==> src/rtl/button_debounce.sv <==
// Two-flop synchronizer and tick-based debouncer for 4 push-buttons and 4 slide switches.
// Optional per-button auto-repeat is built when BUTTON_AUTO_REPEAT_EN is defined.
module button_debounce #(
    parameter int DEBOUNCE_TICKS = 200,
    parameter int REPEAT_DELAY   = 5000,
    parameter int REPEAT_PERIOD  = 1000
) (
    input  logic       CLK,
    input  logic       Reset,
    input  logic       Tick,
    input  logic [3:0] Button,
    input  logic [3:0] Slide_Switch,
    output logic [3:0] Button_Level,
    output logic [3:0] Switch_Level,
    output logic [3:0] Button_Press,
    output logic       Switch_Change
);

    if (DEBOUNCE_TICKS < 1 || DEBOUNCE_TICKS > 255) begin : g_bad_debounce
        $error("DEBOUNCE_TICKS must be in 1..255");
    end
    if (REPEAT_DELAY < 1 || REPEAT_DELAY > 8191) begin : g_bad_delay
        $error("REPEAT_DELAY must be in 1..8191");
    end
    if (REPEAT_PERIOD < 1 || REPEAT_PERIOD > 8191) begin : g_bad_period
        $error("REPEAT_PERIOD must be in 1..8191");
    end

    localparam logic [7:0] DB_TGT = 8'(DEBOUNCE_TICKS);

    // Channel order: [3:0] buttons, [7:4] slide switches
    logic [7:0] sync_p0;
    logic [7:0] sync_p1;
    logic [7:0] stb_q;
    logic [7:0] stb_nxt;
    logic [7:0] cnt_q   [8];
    logic [7:0] cnt_nxt [8];
    logic [3:0] btn_lvl_d;
    logic [3:0] sw_lvl_d;
    logic [3:0] rep_hit;

    // Stage p0/p1: metastability synchronizer
    always_ff @(posedge CLK or posedge Reset) begin
        if (Reset) begin
            sync_p0 <= '0;
            sync_p1 <= '0;
        end else begin
            sync_p0 <= {Slide_Switch, Button};
            sync_p1 <= sync_p0;
        end
    end

    // Any agreeing tick throws away the partial count
    always_comb begin
        stb_nxt = stb_q;
        for (int i = 0; i < 8; i++) begin
            cnt_nxt[i] = cnt_q[i];
            if (Tick) begin
                if (sync_p1[i] == stb_q[i]) begin
                    cnt_nxt[i] = '0;
                end else if (cnt_q[i] + 8'd1 == DB_TGT) begin
                    cnt_nxt[i] = '0;
                    stb_nxt[i] = ~stb_q[i];
                end else begin
                    cnt_nxt[i] = cnt_q[i] + 8'd1;
                end
            end
        end
    end

    // Stage: accepted levels, then edge pulses one cycle later
    always_ff @(posedge CLK or posedge Reset) begin
        if (Reset) begin
            stb_q <= '0;
            for (int i = 0; i < 8; i++) begin
                cnt_q[i] <= '0;
            end
            btn_lvl_d     <= '0;
            sw_lvl_d      <= '0;
            Button_Press  <= '0;
            Switch_Change <= 1'b0;
        end else begin
            stb_q <= stb_nxt;
            for (int i = 0; i < 8; i++) begin
                cnt_q[i] <= cnt_nxt[i];
            end
            btn_lvl_d     <= stb_q[3:0];
            sw_lvl_d      <= stb_q[7:4];
            Button_Press  <= (stb_q[3:0] & ~btn_lvl_d) | rep_hit;
            Switch_Change <= |(stb_q[7:4] ^ sw_lvl_d);
        end
    end

    assign Button_Level = stb_q[3:0];
    assign Switch_Level = stb_q[7:4];

`ifdef BUTTON_AUTO_REPEAT_EN
    localparam logic [12:0] RPT_DELAY  = 13'(REPEAT_DELAY);
    localparam logic [12:0] RPT_PERIOD = 13'(REPEAT_PERIOD);

    logic [12:0] hold_q [4];
    logic [3:0]  rep_phase_q;

    // Hold ticks count only while the level stays high through the tick; release clears
    always_ff @(posedge CLK or posedge Reset) begin
        if (Reset) begin
            for (int i = 0; i < 4; i++) begin
                hold_q[i] <= '0;
            end
            rep_phase_q <= '0;
            rep_hit     <= '0;
        end else begin
            for (int i = 0; i < 4; i++) begin
                rep_hit[i] <= 1'b0;
                if (!(stb_q[i] && stb_nxt[i])) begin
                    hold_q[i]      <= '0;
                    rep_phase_q[i] <= 1'b0;
                end else if (Tick) begin
                    if (hold_q[i] + 13'd1 == (rep_phase_q[i] ? RPT_PERIOD : RPT_DELAY)) begin
                        rep_hit[i]     <= 1'b1;
                        hold_q[i]      <= '0;
                        rep_phase_q[i] <= 1'b1;
                    end else begin
                        hold_q[i] <= hold_q[i] + 13'd1;
                    end
                end
            end
        end
    end
`else
    assign rep_hit = '0;
`endif

endmodule

==> config.mk <==
export PLATFORM = sky130hd
export DESIGN_NAME = button_debounce
export DESIGN_NICKNAME = d
export VERILOG_FILES = /design/src/rtl/button_debounce.sv
export SDC_FILE = /design/constraint.sdc
export NUM_CORES = 1
export LEC_CHECK = 0
export CAP_MARGIN = 25
export CORE_AREA = 2 2 97 99
export CTS_CLUSTER_DIAMETER = 100
export DETAILED_ROUTE_END_ITERATION = 8
export DIE_AREA = 0 0 99 101
export HOLD_SLACK_MARGIN = 0.06
export PLACE_DENSITY = 0.83
export SETUP_SLACK_MARGIN = 0.1
export SLEW_MARGIN = 20
export SYNTH_ARGS = -nofsm -noshare
export SYNTH_HDL_FRONTEND = slang
export SYNTH_SLANG_ARGS = --single-unit
==> constraint.sdc <==
create_clock -name CLK -period 6.5 [get_ports CLK]
set_input_delay 1.625 -clock CLK [delete_from_list [all_inputs] [get_ports CLK]]
set_output_delay 1.625 -clock CLK [all_outputs]
set_load 0.02 [all_outputs]
==> run metrics, run 1 <==
area share of fa/ha/maj cells after synthesis 0.0245; CP cell instances clkdlybuf4s50_1; CTS Buf Count 9; initial antenna violation count 0; Worst-Margin Slew ~700 ps; io pins 24; Hold Crit Start sync_p0[4]; clk_lat worst skew 360 ps; switching portion of total power 0.274; Seq pwr share 0.594; Worst Setup Path Type register to output pin; RSZ-0062 raised after global routing false; CTS sink cnt approximately 100; Clock Path Buffers 2; hpwl dp about 6400 um; initial core utilization 0.569; Worst path max stage delay around 640 ps; row count 35; Compound-Gate Fraction of Synth Area 0.165; layout overhead on the synthesized area 10.1%; post-synthesis mux area share 0.0400; gr usage total 0.201; clock-pin slew on the worst setup and hold paths roughly 100 ps; drt total wl roughly 9300 um; Net Switching roughly 320 uW; vias in the first global route 3655; Pint about 840 uW; Buf/Inv on CP 1; Syn Nets between 500 and 600; Synth Warn # 0; commonest non-fill, non-tap cell in the layout dfrtp_1; Die H roughly 100 um; period utilisation layout 0.474; status finished clean; Overall Power 1160 uW; Detailed Routing Iterations Pass 1 5; Synth area leaders dfrtp_1 (50%), nand2_1 (5.0%), o21ai_0 (4.6%); top cell type's share of synthesized area 0.495; Die W about 99 um; H-Tree Level Count 3; Via Count roughly 3900; setup TNS 0 ps; Hold Crit Class register to register; NumNets Final 560; RePlAce Congestion roughly 0.9; depth of the most critical reg-to-reg path 6; VDD IR max 0.139 mV; hold buffers post-CTS 0; DR WL/cell between 10 and 15 um; GRT Residual Overflow 0; Synth cell types 57; Core ar. 8980 sq um; cell count after synthesis 517; Slowest cell on crit path clkdlybuf4s50_1; # DRC 0; XOR/XNOR Fraction of Synth Area 0.0566; worst reg2reg path endpoint stb_q[2]; Lkg Pwr between 0.002 and 0.0025 uW; layout cell share with drive strength beyond 1 0.0790; highest clock rate 0.324 GHz; FF-to-FF Start cnt_q[40]; Post-CTS Setup Inserts 0; Post-synth EDFFs 0; Die Area roughly 10000 sq um; Seq cells post-synth approximately 100; Hold Path Cell Cnt 0; Most used DFF post-synth dfrtp_1; Clock Skews a little under 9 ps; CTS tree built; CP Data Required Time slightly below 5000 ps; Syn Std Cell Area between 5000 and 6000 sq um; Final Setup Violations 0; final hold violation count 0; Post-CTS Resized 0; ant diodes 0; Clk pwr share 0.317; PD cells roughly 210 nW/um^2; CP Launch Type register; buffers added on ports 23; max cap viols 0; Critical Path End Type output pin; CP Depth 1; Worst Hold End sync_p1[4]; sequential area share after synthesis 0.495; first-pass GRT wire length about 16000 um; drt initial violations 205; Vias/cell 5.88; syn avg cell area approximately 9.9 sq um; Worst slew margin 0.531; most frequent cells in the layout dfrtp_1 (101), nand2_1 (68), o21ai_0 (47); Logic pwr share 0.089; antenna viol nets, final 0; crit-path leading delay family buffers and inverters; largest family of logic cells by synthesized area simple AND/OR/NAND/NOR gates; Post-synth ARST share 1.00; WP data arrival between 1000 and 1500 ps; fin. max-slew vios 0; pin count of the biggest net entering global routing ~60; flop-to-flop setup slack between 4000 and 5000 ps; post-route minimum period slightly above 3000 ps; Synth area leader dfrtp_1; crit path max fanout 5; CTS Root Cell clkbuf_8; Critical Path Start stb_q[7]; Synth Area in Simple Gates 0.192
## through the flow
step                instances  setup WS, ps  utilization  cell area [sq um]  hold WS (ps)
floorplan                 517          2230            -               5100           331
global placement          639          3290        0.605               5430           332
detailed placement        639          3240        0.605               5430           335
CTS                       655          3380        0.626               5620           356
global route              655          3330        0.626               5620           364
finish                    655          3420        0.626               5620           355
## how the worst max path moves through the flow
stage	slack (ps)	to
6_report	3420	Switch_Level[3]
3_5_place_dp	3240	sync_p1[1]
2_1_floorplan	2230	Button_Press[0]
3_3_place_gp	3290	btn_lvl_d[1]
4_1_cts	3380	Button_Level[2]
5_1_grt	3330	Button_Level[2]
## Yosys cell counts, drive strengths merged (6+ instances only)
master   count
nor2        27
ha          10
and3        11
a22o         6
nand4       10
nor2b        9
nand2       68
xor2        18
a21oi        8
a21o         8
nor3         9
nand3       39
mux2i        8
o2bb2ai     14
dfrtp      101
mux2        11
xnor2       15
o21ai       47
o31ai        7
clkbuf      12
inv         20
## final cells by class
class                   count  area (sq um)
clock inverters             7          60.1
flip-flops and latches    101          2530
clock buffers               9           124
repair buffers             26           248
fillers                   699          3360
inverters                  21          81.3
well taps                 111           139
multi-input cells         380          2440
## layer usage
metal | share of wire | track usage
met4 | 0.0098 | 0.0611
met2 | 0.50 | 0.345
met5 | 0 | 0
met3 | 0.036 | 0.0499
met1 | 0.46 | 0.254
## cells by family (layout without fill, tap and decap cells)
group / after synthesis / count (layout)
muxes: 19 / 19
and+or+nand+nor: 196 / 196
AOI/OAI and AO/OA: 122 / 122
DFF: 101 / 101
buffers and inverters: 36 / 63
xor gates and xnor gates: 33 / 33
adders and majority gates: 10 / 10
## flip-flops by register name, summed over array words and instances, names as in the netlist
signal / cells
cnt_q: 64
stb_q: 8
sync_p0: 8
sync_p1: 8
Button_Press: 4
btn_lvl_d: 4
sw_lvl_d: 4
Switch_Change: 1
## power groups by stage
| stage | Sequential (uW) | Clock [uW] | Combinational [uW] |
|---|---|---|---|
| after floorplan | 687 | 0 | 83.3 |
| after global placement | 697 | 0 | 99.4 |
| after detailed placement | 698 | 0 | 105 |
| after CTS | 686 | 383 | 105 |
| after global routing | 692 | 409 | 120 |
| final | 686 | 366 | 103 |
Note: power is estimated with default switching activity, not from simulation.
==> run 2: changes to the inputs <==
CORE_AREA = 2 2 101 103   (was 2 2 97 99)
DIE_AREA = 0 0 103 105   (was 0 0 99 101)
PLACE_DENSITY = 0.81   (was 0.83)
clock period = 2.7 ns   (was 6.5 ns; I/O delays follow)
==> run 2 against run 1 <==
Net effect:
- via count increased by 1.4%
- largest power group unchanged
- sequential power increased by 140%
- global-route usage decreased by 1.2 points
- power increased by 140%
- register-to-register slack got worse by 3700 ps
- critical path type is now register to register
- non-clock buffer count increased by 3
- core utilization decreased by 3.6 points
- first-iteration DRC count decreased by 19%
- critical endpoint is now stb_q[2]
- clock skew about the same
==> run metrics, run 2 (synthesized netlist as in run 1, its figures left out) <==
VDD IR max 0.348 mV (was 0.139 mV); crit path max fanout 6 (was 5); Most flops, register cnt_q (unchanged); clk_lat worst skew 360 ps (about the same); first-pass GRT wire length 16500 um (was 16300 um); period utilisation layout 0.791; Overall Power 2820 uW (was 1160 uW); max cap viols 0 (unchanged); Via Count 3907 (was 3854); Post-CTS Resized 0 (unchanged); Slowest cell on crit path dfrtp_1 (was clkdlybuf4s50_1); Vias/cell 5.76 (was 5.88); drt total wl 9550 um (was 9260 um); Final Setup Violations 0 (unchanged); PD cells 495 nW/um^2 (was 206 nW/um^2); clock-pin slew on the worst setup and hold paths 90 ps (was 100 ps); Clock Skews 9.05 ps (was 8.94 ps); most frequent cells in the layout dfrtp_1 (101), nand2_1 (68), o21ai_0 (47) (unchanged); Post-CTS Setup Inserts 0 (unchanged); layout cell share with drive strength beyond 1 0.0807 (was 0.0790); GRT Residual Overflow 0 (unchanged); Worst path max stage delay 440 ps (was 640 ps); CP Launch Type register (unchanged); Worst Setup Path Type register to register (was register to output pin); routed wl met2 4630 um (was 4590 um); DR WL/cell 14.1 um (about the same); Top Metal Used met4 (unchanged); CTS Root Cell clkbuf_8 (unchanged); Lkg Pwr 0.00250 uW (was 0.00248 uW); ant diodes 0 (unchanged); H-Tree Level Count 3 (unchanged); hold buffers post-CTS 0 (unchanged); WP data arrival 2390 ps (was 1460 ps); Core ar. 9640 sq um (was 8980 sq um); antenna viol nets, final 0 (unchanged); Critical Path End Type register (was output pin); io pins 24 (unchanged); CP Data Required Time 2950 ps (was 4880 ps); CP cell instances ha_1, and3_1, o31ai_1, nand4_1, nor2_1, mux2_2 (was clkdlybuf4s50_1); Die W 103 um (was 99 um); NumNets Final 563 (was 560); gr usage total 0.190 (was 0.201); drt initial violations 166 (was 205); buffers added on ports 23 (unchanged); initial core utilization 0.529 (was 0.569); highest clock rate 0.468 GHz; met3 wire length 385 um (was 335 um); Hold Crit Class register to register (unchanged); RSZ-0062 raised after global routing false (unchanged); fin. max-slew vios 0 (unchanged); CTS tree built (unchanged); layout overhead on the synthesized area 11.4% (was 10.1%); Worst-Margin Slew 592 ps (was 703 ps); Detailed Routing Iterations Pass 1 4 (was 5); setup TNS 0 ps (unchanged); Worst slew margin 0.605 (was 0.531); CTS Buf Count 9 (unchanged); met1 WL 4430 um (was 4240 um); Filler Cell Count 827 (was 699); status finished clean (unchanged); vias in the first global route 3731 (was 3655); row count 36 (was 35); Buf/Inv on CP 0 (was 1); CTS sink cnt 101 (unchanged); commonest non-fill, non-tap cell in the layout dfrtp_1 (unchanged); Die H 105 um (was 101 um); # DRC 0 (unchanged); crit-path leading delay family simple AND/OR/NAND/NOR gates (was buffers and inverters); final hold violation count 0 (unchanged); Clock Path Buffers 2 (unchanged); post-route minimum period approximately 2100 ps; pin count of the biggest net entering global routing 47 (was 61); hpwl dp 6700 um (was 6360 um); RePlAce Congestion 0.820 (was 0.904); Die Area 10800 sq um (was 10000 sq um); initial antenna violation count 0 (unchanged); max reg flops 64 (unchanged)
-- run 2: layer usage --
layer / GRT usage / vias up
li1: - / 1904
met1: 0.252 / 1920
met2: 0.306 / 73
met3: 0.0502 / 10
met4: 0.0498 / 0
met5: 0 / -
-- run 2: cell type report --
cell class,instances,area [sq um],share of cell area
Multi-Input combinational cell,380,2440,0.429
Tap cell,133,166,0.0293
Inverter,21,82.6,0.0145
Sequential cell,101,2530,0.444
Clock buffer,9,124,0.0218
Clock inverter,5,53.8,0.00946
Timing Repair Buffer,29,295,0.0519
-- run 2: final timing paths --
kind	start	end	slack, ps	depth (start not counted)
worst max-delay path	cnt_q[40]	stb_q[2]	560	6
worst min-delay path	sync_p0[4]	sync_p1[4]	350	0
worst max register to register	cnt_q[40]	stb_q[2]	560	6
worst min register to register	sync_p0[4]	sync_p1[4]	350	0
max in group asynchronous	Reset	cnt_q[49]	1350	3
min in group asynchronous	Reset	cnt_q[24]	730	2
-- run 2: where the power goes --
group	switching (uW)	internal, uW
Combinational	150	106
Sequential	81.9	1570
Clock	491	415
Total	723	2090
-- run 2: per-stage QoR --
stage | worst slack [ps] | util | hold slack (ps) | instance area [sq um] | std cells
CTS | 545 | 0.590 | 355 | 5690 | 678
finish | 564 | 0.590 | 353 | 5690 | 678
floorplan | 741 | - | 331 | 5110 | 517
global placement | 648 | 0.572 | 334 | 5510 | 664
detailed placement | 595 | 0.572 | 335 | 5510 | 664
global route | 414 | 0.590 | 368 | 5690 | 678
